File: config.mk
export PLATFORM = sky130hd
export DESIGN_NAME = muldiv_sequencer
export DESIGN_NICKNAME = d
export VERILOG_FILES = /design/src/rtl/muldiv_sequencer.sv
export SDC_FILE = /design/constraint.sdc
export NUM_CORES = 1
export LEC_CHECK = 0
export CAP_MARGIN = 20
export CORE_AREA = 2 2 90 92
export DETAILED_ROUTE_END_ITERATION = 10
export DIE_AREA = 0 0 92 94
export PLACE_DENSITY = 0.71
export SETUP_SLACK_MARGIN = 0.05
export SLEW_MARGIN = 20
export SYNTH_ARGS = -nofsm -noshare
export SYNTH_HDL_FRONTEND = slang
export SYNTH_SLANG_ARGS = --single-unit
File: constraint.sdc
create_clock -name clock -period 3.69 [get_ports clock]
set_input_delay 0.5535 -clock clock [delete_from_list [all_inputs] [get_ports clock]]
set_output_delay 0.5535 -clock clock [all_outputs]
set_load 0.1 [all_outputs]
File: src/rtl/muldiv_sequencer.sv
// muldiv_sequencer: sequences the shared multiplier/divider and HI/LO writeback.
// Optional divide-by-zero trap: define MULDIV_DIVZERO_TRAP_EN to enable.
//
// Ports:
//   clock       in   system clock, rising edge
//   reset       in   synchronous active-low reset
//   start       in   one-cycle request, accepted only in IDLE
//   op          in   0=mult, 1=div, sampled with start
//   b_in[31:0]  in   divisor, sampled with start (zero check only)
//   mult_hi/lo  in   multiplier results
//   div_hi/lo   in   divider results (remainder/quotient)
//   unit_sel    out  latched op, selects unit and HI/LO muxes
//   unit_start  out  one-cycle launch pulse to the selected unit
//   hi_write    out  HI write enable
//   lo_write    out  LO write enable
//   hi_data     out  value for HI (0 outside writeback)
//   lo_data     out  value for LO (0 outside writeback)
//   busy        out  high while not IDLE
//   done        out  one-cycle completion pulse
//   div_zero    out  one-cycle divide-by-zero pulse
module muldiv_sequencer #(
    parameter int MULT_CYCLES = 32,
    parameter int DIV_CYCLES  = 32
) (
    input  logic        clock,
    input  logic        reset,
    input  logic        start,
    input  logic        op,
    input  logic [31:0] b_in,
    input  logic [31:0] mult_hi,
    input  logic [31:0] mult_lo,
    input  logic [31:0] div_hi,
    input  logic [31:0] div_lo,
    output logic        unit_sel,
    output logic        unit_start,
    output logic        hi_write,
    output logic        lo_write,
    output logic [31:0] hi_data,
    output logic [31:0] lo_data,
    output logic        busy,
    output logic        done,
    output logic        div_zero
);

`ifdef MULDIV_DIVZERO_TRAP_EN
    localparam logic TRAP_EN = 1'b1;
`else
    localparam logic TRAP_EN = 1'b0;
`endif

    localparam logic [5:0] MULT_LOAD = 6'(MULT_CYCLES - 1);
    localparam logic [5:0] DIV_LOAD  = 6'(DIV_CYCLES - 1);

    typedef enum logic [2:0] {
        S_IDLE,
        S_LAUNCH,
        S_RUN,
        S_WB,
        S_ZERO
    } state_t;

    state_t      r_state;
    state_t      w_next;
    logic [5:0]  r_cnt;
    logic        r_op;
    logic        w_accept;
    logic        w_zero;

    assign w_accept = (r_state == S_IDLE) && start;
    // With the trap compiled out this is constant 0, so ZERO is unreachable.
    assign w_zero   = TRAP_EN & op & (b_in == 32'd0);

    // State register
    always_ff @(posedge clock) begin
        if (!reset) begin
            r_state <= S_IDLE;
        end else begin
            r_state <= w_next;
        end
    end

    // Latency counter and latched operation select
    always_ff @(posedge clock) begin
        if (!reset) begin
            r_cnt <= 6'd0;
            r_op  <= 1'b0;
        end else begin
            if (w_accept) begin
                r_op <= op;
            end
            if (r_state == S_LAUNCH) begin
                r_cnt <= r_op ? DIV_LOAD : MULT_LOAD;
            end else if (r_state == S_RUN && r_cnt != 6'd0) begin
                r_cnt <= r_cnt - 6'd1;
            end
        end
    end

    // Next-state logic
    always_comb begin
        w_next = r_state;
        unique case (r_state)
            S_IDLE: begin
                if (start) begin
                    w_next = w_zero ? S_ZERO : S_LAUNCH;
                end
            end
            S_LAUNCH: w_next = S_RUN;
            S_RUN: begin
                if (r_cnt == 6'd0) begin
                    w_next = S_WB;
                end
            end
            S_WB:     w_next = S_IDLE;
            S_ZERO:   w_next = S_IDLE;
            default:  w_next = S_IDLE;
        endcase
    end

    // Output logic
    always_comb begin
        unit_sel   = r_op;
        unit_start = 1'b0;
        hi_write   = 1'b0;
        lo_write   = 1'b0;
        hi_data    = 32'd0;
        lo_data    = 32'd0;
        busy       = (r_state != S_IDLE);
        done       = 1'b0;
        div_zero   = 1'b0;
        unique case (r_state)
            S_IDLE:   ;
            S_LAUNCH: unit_start = 1'b1;
            S_RUN:    ;
            S_WB: begin
                hi_write = 1'b1;
                lo_write = 1'b1;
                done     = 1'b1;
                hi_data  = r_op ? div_hi : mult_hi;
                lo_data  = r_op ? div_lo : mult_lo;
            end
            S_ZERO: begin
                done     = 1'b1;
                div_zero = TRAP_EN;
            end
            default:  ;
        endcase
    end

endmodule

==> results by group, run 1 <==
Status
  • Outcome: finished, final reports clean

Global routing
  • Vias in the first global route: 2001
  • Global-route wire length before repair: 11400 um
  • Pin count of the biggest net entering global routing: 68
  • Total gr overflow: 0
  • Initial antenna violation count: 1
  • Global-route usage over all layers: 16.5%

Floorplanning
  • Full die area: 0.00865 mm^2
  • Initial Util: about 22%
  • Num ports: 235
  • Cell Rows: 32
  • Die Y: about 94 um
  • Die X-Extent: 92 um
  • Core region area: 0.00761 mm^2

Synthesis
  • Number of synthesized flops with an enable pin: 0
  • Syn avg cell area: 8.22 um^2
  • Cell Area, Synth: 0.00169 mm^2
  • Synth async-reset ratio: 0%
  • Unique masters post-synth: 30
  • Yosys warns: 0
  • Synth Instances: 206
  • Sequential area share after synthesis: 10.6%
  • Flops & latches, synth: 9
  • Synth Flop Type: dfxtp_1
  • Syn_nets: 376

Drt
  • DRC: 0
  • First-pass iteration count of the detailed router: 3
  • Avg Vias per Cell: 4.33
  • DRT antenna net count: 0
  • Initial DRC Count: 52
  • Vias: 2142
  • WL final: 7860 um
  • Routed WL per cell: 15.9 um

Clock tree
  • CTS Root Buffer Type: clkbuf_8
  • H-Tree Depth: 1
  • Clk sinks: 9
  • CTS clk-pin slew, worst paths: 50 ps
  • Setup bufs post-CTS: 0
  • Total CTS buffers: 3
  • TritonCTS clock tree: yes
  • Hold-fix buffers at CTS: 0
  • Buffer depth of the longest clock path: 2
  • Worst-skew pair later-pin latency: 230 ps
  • Post-CTS resize count: 0

Pwr
  • Pwr/cell area: 466 mW/mm^2
  • Leakage: 1.46 nW
  • Peak VDD IR: 0.000611 V

STA
  • RSZ-0062 raised after global routing: no
  • Final Critical Period: 2720 ps
  • Relative slew slack: between 20% and 30%
  • Final worst path period share: approximately 74%
  • Measured slew at the worst slew-check pin: 1060 ps
  • Clock Skew: 0.737 ps
  • Fmax achieved: between 300 and 400 MHz
  • Final Setup Violations: 0
  • Final hold violations: 0
  • TNS Setup: 0 ps
  • Final Max Tran Viols: 0

Finish
  • # fillers: 738
  • Util after Layout: approximately half
  • P&R area growth vs syn: 123%
  • Register area: approximately 180 um^2
  • Area of the multi-input gates: 0.00153 mm^2
  • Antenna diodes: 0
  • Layout Nets: about 560
  • Layout cells sized above 1: between 30% and 40%

Critical path
  • Req. time, crit path: 3140 ps
  • Kind of critical path: reg -> out
  • Critical Path Fanout Max: 4
  • Worst setup SP type: flop
  • CP arrival: about 2200 ps
  • Endpoint type of the worst setup path: primary output

Place
  • GPL Wtd Cong: around 0.78
  • Hpwl dp: roughly 6500 um
  • IO Port Bufs: 201

Run
  • Max-cap violations: 0

Min path
  • HP Class: reg -> reg
[power by group]
part	internal [mW]	switching [mW]	total (mW)
combinational	0.496	0.961	1.46
clock	0.0755	0.0417	0.117
sequential	0.136	0.0497	0.185
total	0.707	1.05	1.76
[kinds of logic (layout without fill, tap and decap cells)]
kind of cell | count (synthesis) | in the layout | synth area share (%)
compound gates | 13 | 13 | 6.73
mux | 66 | 66 | 39.0
fa+ha+maj | 6 | 6 | 4.43
simple gates | 84 | 84 | 31.3
flops | 9 | 9 | 10.6
other cells | 1 | 1 | 0.222
buf+inv | 27 | 214 | 7.61
[critical path, cell delays in order (launching register included)]
cell,delay (ps)
dfxtp_1,380
inv_1,80
ha_1,240
inv_1,90
clkdlybuf4s50_1,1140
[final timing paths]
kind,from,end,slack [ps],cells past startpoint
min,r_state[1],r_state[1],500,2
max,r_state[0],busy,970,4
max reg2reg,r_state[0],r_cnt[5],1910,5
min reg2reg,r_state[1],r_state[1],500,2
[cell usage after synthesis (2+ instances only)]
| library cell | number | area, um^2 |
|---|---|---|
| ha_1 | 6 | 75.1 |
| nor3_1 | 2 | 10.0 |
| nand2_1 | 6 | 22.5 |
| inv_1 | 7 | 26.3 |
| nand3_1 | 2 | 10.0 |
| clkbuf_1 | 9 | 33.8 |
| nor2b_1 | 64 | 400 |
| a21boi_0 | 2 | 15.0 |
| dfxtp_1 | 9 | 180 |
| o221a_2 | 2 | 22.5 |
| nor4_1 | 2 | 12.5 |
| o31a_1 | 3 | 26.3 |
| buf_4 | 3 | 22.5 |
| or4b_4 | 2 | 27.5 |
| mux2i_1 | 66 | 661 |
| buf_2 | 7 | 35.0 |
[final cells by class]
type,instances,area share (%)
inverter,7,0.696
sequential,9,4.87
tap,102,3.38
timing repair buffer,203,49.2
clock buffer,4,1.19
multi-input combinational,170,40.6
[placed cells by master, fill, tap and decap left out, drive strengths merged, types with 2 or more instances in the layout]
master | netlist | layout
a21boi | 2 | 2
buf | 11 | 70
clkbuf | 9 | 4
clkdlybuf4s50 | 0 | 133
dfxtp | 9 | 9
ha | 6 | 6
inv | 7 | 7
mux2i | 66 | 66
nand2 | 6 | 6
nand3 | 2 | 2
nor2b | 64 | 64
nor3 | 2 | 2
nor4 | 2 | 2
nor4b | 2 | 2
o221a | 2 | 2
o31a | 3 | 3
or4b | 2 | 2
[sequential cells by signal, summed over array words and instances (netlist names)]
| signal | count |
|---|---|
| unit_sel | 1 |
| r_state | 2 |
| r_cnt | 6 |
[metal layers]
metal / global-route usage [%] / wire [um]
met5: 0 / 12
met4: 1.87 / 22
met3: 6.98 / 858
met2: 30.4 / 4060
met1: 18.3 / 2910
[metrics by stage]
step,total power [mW],hold WS [ps],cells,worst slack (ps),cell area (um^2)
2_1_floorplan,1.31,468,206,250,1840
3_3_place_gp,1.64,484,491,1250,3730
3_5_place_dp,1.65,497,491,1230,3730
4_1_cts,1.77,504,495,961,3770
5_1_grt,1.85,540,495,877,3770
6_report,1.76,496,495,970,3770
(Power assumes the default switching activity.)
==> run 2: changes to the inputs <==
--- a/config.mk
+++ b/config.mk
@@ -6,10 +6,10 @@
 export NUM_CORES = 1
 export LEC_CHECK = 0
 export CAP_MARGIN = 20
-export CORE_AREA = 2 2 90 92
+export CORE_AREA = 2 2 91 93
 export DETAILED_ROUTE_END_ITERATION = 10
-export DIE_AREA = 0 0 92 94
-export PLACE_DENSITY = 0.71
+export DIE_AREA = 0 0 93 95
+export PLACE_DENSITY = 0.72
 export SETUP_SLACK_MARGIN = 0.05
 export SLEW_MARGIN = 20
 export SYNTH_ARGS = -nofsm -noshare
==> constraint.sdc (replaced) <==
create_clock -name clock -period 2.4 [get_ports clock]
set_input_delay 0.36 -clock clock [delete_from_list [all_inputs] [get_ports clock]]
set_output_delay 0.36 -clock clock [all_outputs]
set_load 0.1 [all_outputs]
==> run 2 against run 1 <==
Clock power is 47% higher. Worst setup slack worse by 620 ps. Utilization is 14 points higher. Critical path depth did not move. Count of clock-buffer cells in the layout did not move. Highest routed layer is now met4. Global-route usage down 0.32 points. Hold slack better by 29 ps. Die area increased by 2.2%. Non-clock buffer count increased by 3. Critical endpoint is now hi_data[4].
==> results by group, run 2 (synthesis results as in run 1) <==
Finish
  • Largest register FFs: 6 (unchanged)
  • Layout cells sized above 1: 37.6% (+2.3 points)
  • Most frequent cells in the layout: 131 x clkdlybuf4s50_1, 70 x buf_12, 66 x mux2i_1, 64 x nor2b_4, 8 x dfxtp_1
  • Final std cells w/o fill: 501 (+1.2%)
  • Antenna diodes: 0 (unchanged)
  • Layout Nets: 567 (+0.53%)
  • Most common cell after layout, fill and taps aside: clkdlybuf4s50_1
  • Largest Register: r_cnt
  • P&R area growth vs syn: 196%

Pwr
  • Pwr/cell area: 654 mW/mm^2 (+40%)
  • Leakage: 1.69 nW (+16%)
  • Peak VDD IR: 0.000753 V (+23%)

STA
  • TNS Setup: 0 ps (unchanged)
  • Fmax achieved: 488 MHz
  • Final Critical Period: approximately 2000 ps
  • Final hold violations: 0 (unchanged)
  • Final Max Tran Viols: 0 (unchanged)
  • Final worst path period share: 85.3%
  • Final Setup Violations: 0 (unchanged)
  • Clock Skew: 0.820 ps (+0.0837 ps)
  • RSZ-0062 raised after global routing: no

Critical path
  • CP Capture Point: hi_data[4]
  • CP arrival: 1690 ps (-480 ps)
  • Worst r2r dst: r_cnt[1]
  • Req. time, crit path: 2040 ps (-1100 ps)
  • Crit path depth: 4 (unchanged)
  • Top cell by count, worst path: buf_12
  • Kind of critical path: reg -> out
  • Buf/Inv on CP: 2 (-1)
  • Critical Path Fanout Max: 33 (+29)
  • FF-to-FF Start: r_cnt[0]
  • FF-to-FF setup slack: 710 ps (-1200 ps)
  • CP Launch Point: r_state[0]
  • Worst setup SP type: flop
  • Slowest stage cell, crit path: dfxtp_1
  • Crit-path leading delay family: flip-flops
  • Crit-path cells: ha_4 > buf_12 > nor2b_4 > buf_12
  • R2R depth: 5 (unchanged)
  • Endpoint type of the worst setup path: primary output
  • Max stage delay on crit path: 430 ps (-710 ps)

Floorplanning
  • Core region area: 0.00793 mm^2 (+4.2%)
  • Cell Rows: 33 (+3.1%)
  • Initial Util: 21.4% (-0.90 points)
  • Num ports: 235 (unchanged)
  • Die X-Extent: 93 um (+1.1%)
  • Die Y: 95 um (+1.1%)
  • Full die area: 0.00884 mm^2 (+2.2%)

Clock tree
  • Clk sinks: 9 (unchanged)
  • Worst-skew pair later-pin latency: 230 ps (about the same)
  • Buffer depth of the longest clock path: 2 (unchanged)
  • TritonCTS clock tree: yes
  • H-Tree Depth: 1 (unchanged)
  • CTS clk-pin slew, worst paths: 40 ps (about the same)
  • CTS Root Buffer Type: clkbuf_8
  • Total CTS buffers: 3 (unchanged)
  • Setup bufs post-CTS: 0 (unchanged)
  • Hold-fix buffers at CTS: 0 (unchanged)
  • Post-CTS resize count: 0 (unchanged)

Drt
  • First-pass iteration count of the detailed router: 4 (+1)
  • Initial DRC Count: 25 (-52%)
  • Vias: 2225 (+3.9%)
  • Avg Vias per Cell: 4.44 (+2.6%)
  • DRC: 0 (unchanged)
  • WL final: 7670 um (-2.4%)
  • Routed WL per cell: 15.3 um (-3.6%)
  • DRT antenna net count: 0 (unchanged)

Global routing
  • Global-route usage over all layers: 16.2% (-0.32 points)
  • Initial antenna violation count: 0 (-1)
  • Gr busiest metal: met2
  • GR Util met2: 33.0% (+2.6 points)
  • GR Util met1: 17.7% (-0.64 points)
  • Pin count of the biggest net entering global routing: 34 (-50%)
  • Routing usage on met3: 3.59% (-3.4 points)
  • Total gr overflow: 0 (unchanged)
  • Global-route wire length before repair: 11800 um (+3.5%)
  • Vias in the first global route: 2348 (+17%)

Place
  • Placed insts: 497 (+1.2%)
  • Hpwl dp: 6500 um (-0.15%)
  • IO Port Bufs: 201 (unchanged)
  • GPL Wtd Cong: 0.722 (-7.8%)

Min path
  • HP Class: reg -> reg

Run
  • Max-cap violations: 0 (unchanged)

Status
  • Outcome: finished, final reports clean
==> run 2: changes by cell type in the layout (fill, tap and decap cells not counted), sizes merged <==
cell,previous run,this run
buf,70,75
clkdlybuf4s50,133,131
==> run 2: metal layers <==
layer | routed length, um | part of all wire (%)
met3 | 612 | 8.0
met2 | 4290 | 56
met1 | 2740 | 36
met4 | 26 | 0.34
met5 | 0 | 0
==> run 2: metrics by stage <==
step           hold slack [ps]  utilization [%]  worst slack (ps)  power, mW  area, um^2
5_1_grt                    543             63.2               262       3.41        5010
6_report                   524             63.2               352       3.28        5010
2_1_floorplan              478                -               103       2.20        2190
3_3_place_gp               493             62.7               623       3.06        4970
3_5_place_dp               526             62.7               580       3.11        4970
4_1_cts                    535             63.2               329       3.29        5010
==> run 2: layout make-up <==
class | instances | area, um^2
timing repair buffer | 206 | 2750
tap | 105 | 131
fill | 635 | 2910
clock buffer | 4 | 45.0
sequential | 9 | 184
multi-input combinational | 170 | 1880
inverter | 7 | 26.3
==> run 2: how the worst min path moves through the flow <==
stage	from	end	cells after the start
6_report	r_cnt[5]	r_cnt[5]	2
5_1_grt	r_state[1]	r_state[1]	2
4_1_cts	r_state[1]	r_state[1]	2
3_5_place_dp	r_cnt[5]	r_cnt[5]	2
3_3_place_gp	r_cnt[5]	r_cnt[5]	2
2_1_floorplan	r_cnt[5]	r_cnt[5]	2
==> run 2: where the power goes <==
group | leakage, nW | internal (mW) | total (mW) | switching (mW)
Sequential | 0.0749 | 0.209 | 0.316 | 0.107
Combinational | 1.59 | 1.17 | 2.79 | 1.62
Clock | 0.0228 | 0.115 | 0.172 | 0.0565
Total | 1.69 | 1.50 | 3.28 | 1.78
==> run 2: worst register-to-register path: stages (launching register included) <==
cell and delay (ps):
dfxtp_1 350, inv_1 100, ha_1 170, or4b_4 500, o21a_1 190, o311a_1 280
==> run 3: changes to the inputs <==
--- a/config.mk
+++ b/config.mk
@@ -6,10 +6,10 @@
 export NUM_CORES = 1
 export LEC_CHECK = 0
 export CAP_MARGIN = 20
-export CORE_AREA = 2 2 91 93
+export CORE_ASPECT_RATIO = 0.6
+export CORE_UTILIZATION = 22
 export DETAILED_ROUTE_END_ITERATION = 10
-export DIE_AREA = 0 0 93 95
-export PLACE_DENSITY = 0.72
+export PLACE_DENSITY = 0.73
 export SETUP_SLACK_MARGIN = 0.05
 export SLEW_MARGIN = 20
 export SYNTH_ARGS = -nofsm -noshare
==> run 3 against run 2 <==
Utilization up 5.2 points. Via count fell by 0.58%. Register-to-register slack lost 40 ps. Final area grew 0.40%. Non-clock buffer count unchanged. Sequential share of layout area about the same. Critical endpoint is now hi_data[1]. Largest cell class unchanged. Largest power group unchanged. Highest routed layer unchanged.
==> results by group, run 3 (synthesis results as in run 1) <==
Pwr
  • Leakage: 1.70 nW (+0.75%)
  • Pwr/cell area: 674 mW/mm^2 (+3.1%)
  • Peak VDD IR: 0.000319 V (-58%)

Finish
  • Post-route cell area: 0.00503 mm^2 (+0.40%)
  • Antenna diodes: 0 (unchanged)
  • Most common cell after layout, fill and taps aside: clkdlybuf4s50_1
  • P&R area growth vs syn: 197%
  • Largest register FFs: 6 (unchanged)
  • Most frequent cells in the layout: 131 x clkdlybuf4s50_1, 69 x buf_12, 66 x mux2i_1, 64 x nor2b_4, 8 x dfxtp_1
  • Layout Nets: 567 (unchanged)
  • # fillers: 547 (-14%)
  • Layout cells sized above 1: 37.6% (unchanged)
  • Largest Register: r_cnt

Drt
  • Routed WL per cell: 15.2 um (-0.95%)
  • Met1 WL: 2880 um (+5.2%)
  • Vias: 2212 (-0.58%)
  • Initial DRC Count: 59 (+140%)
  • WL final: 7580 um (-1.1%)
  • Met2 wire length: 4000 um (-6.8%)
  • Max layer used: met4
  • DRC: 0 (unchanged)
  • Metal3 WL: 653 um (+6.7%)
  • First-pass iteration count of the detailed router: 4 (unchanged)
  • Avg Vias per Cell: 4.42 (-0.39%)
  • DRT antenna net count: 0 (unchanged)

STA
  • Final Setup Violations: 0 (unchanged)
  • Relative slew slack: 65.2%
  • PnR worst setup slack: 373 ps (+20.6 ps)
  • Final Max Tran Viols: 0 (unchanged)
  • Measured slew at the worst slew-check pin: 520 ps
  • Hold slack: 527 ps (+2.62 ps)
  • RSZ-0062 raised after global routing: no
  • Clock Skew: 2.51 ps (+1.69 ps)
  • Final worst path period share: 84.5% (-0.86 points)
  • Fmax achieved: 493 MHz (+1.0%)
  • Final Critical Period: 2030 ps (-20.6 ps)
  • Final hold violations: 0 (unchanged)
  • TNS Setup: 0 ps (unchanged)

Critical path
  • FF-to-FF setup slack: 670 ps (-40 ps)
  • FF-to-FF Start: r_state[0]
  • CP arrival: 1670 ps (-20 ps)
  • Kind of critical path: reg -> out
  • R2R depth: 5 (unchanged)
  • Endpoint type of the worst setup path: primary output
  • CP Capture Point: hi_data[1]
  • Req. time, crit path: 2040 ps (about the same)
  • Worst r2r dst: r_cnt[5]
  • CP Launch Point: unit_sel
  • Critical Path Fanout Max: 28 (-15%)
  • Worst setup SP type: flop

Floorplanning
  • Initial Util: 23.0% (+1.7 points)
  • Core region area: 0.00736 mm^2 (-7.2%)
  • Die X-Extent: 115 um (+24%)
  • Full die area: 0.00806 mm^2 (-8.8%)
  • Die Y: 70.0 um (-26%)
  • Num ports: 235 (unchanged)
  • Cell Rows: 24 (-27%)

Global routing
  • Vias in the first global route: 2369 (+0.89%)
  • Pin count of the biggest net entering global routing: 43 (+26%)
  • Global-route usage over all layers: 18.3% (+2.1 points)
  • Global-route wire length before repair: 11700 um (-0.47%)
  • Total gr overflow: 0 (unchanged)
  • Initial antenna violation count: 0 (unchanged)

Place
  • Setup slack after placement: 607 ps (+26.2 ps)
  • Area post-placement: 0.00495 mm^2 (-0.28%)
  • IO Port Bufs: 201 (unchanged)
  • Hpwl dp: 6490 um (-0.18%)
  • GPL Wtd Cong: 0.816 (+13%)

Clock tree
  • Setup bufs post-CTS: 0 (unchanged)
  • CTS Root Buffer Type: clkbuf_16
  • Worst-skew pair later-pin latency: 230 ps (about the same)
  • Buffer depth of the longest clock path: 2 (unchanged)
  • Post-CTS resize count: 0 (unchanged)
  • CTS clk-pin slew, worst paths: 40 ps (about the same)
  • TritonCTS clock tree: yes
  • Hold-fix buffers at CTS: 0 (unchanged)
  • Total CTS buffers: 3 (unchanged)
  • H-Tree Depth: 1 (unchanged)
  • Clk sinks: 9 (unchanged)

Status
  • Outcome: finished, final reports clean

Run
  • Max-cap violations: 0 (unchanged)

Min path
  • HP Class: reg -> reg
[run 3: cell counts in the layout (fill, tap and decap cells not counted)]
No cell type changed its count.
[run 3: worst min path at each step]
| stage | from | to | slack [ps] | depth (start not counted) |
|---|---|---|---|---|
| 2_1_floorplan | r_cnt[5] | r_cnt[5] | 480 | 2 |
| 3_3_place_gp | r_cnt[5] | r_cnt[5] | 490 | 2 |
| 3_5_place_dp | r_cnt[5] | r_cnt[5] | 530 | 2 |
| 4_1_cts | r_cnt[5] | r_cnt[5] | 530 | 2 |
| 5_1_grt | r_cnt[5] | r_cnt[5] | 540 | 2 |
| 6_report | r_cnt[5] | r_cnt[5] | 530 | 2 |
[run 3: final cells by class]
cell class,count,area (um^2),area share (%)
sequential,9,184,3.65
clock buffer,4,78.8,1.57
multi-input combinational,170,1880,37.3
tap,104,130,2.59
timing repair buffer,206,2740,54.4
inverter,7,26.3,0.522
[run 3: stage by stage]
step / utilization (%) / instances / power (mW)
floorplan: - / 206 / 2.20
global placement: 67.3 / 496 / 3.04
detailed placement: 67.3 / 496 / 3.11
CTS: 68.4 / 500 / 3.41
global route: 68.4 / 500 / 3.53
finish: 68.4 / 500 / 3.39
[run 3: worst max-delay path, cell delays in order (launching register included)]
cell	delay, ps
dfxtp_4	550
buf_12	270
mux2i_1	340
nor2b_4	80
buf_12	170
[run 3: layer usage]
layer  vias up  global-route usage, %
li1       1088                      -
met2       104                   36.3
met3         4                   4.95
met5         -                      0
met4         0                   2.60
met1      1016                   19.5
[run 3: power breakdown]
part / switching [mW] / total (mW) / internal (mW)
Clock: 0.0715 / 0.294 / 0.222
Sequential: 0.117 / 0.326 / 0.209
Combinational: 1.62 / 2.77 / 1.16
Total: 1.80 / 3.39 / 1.59
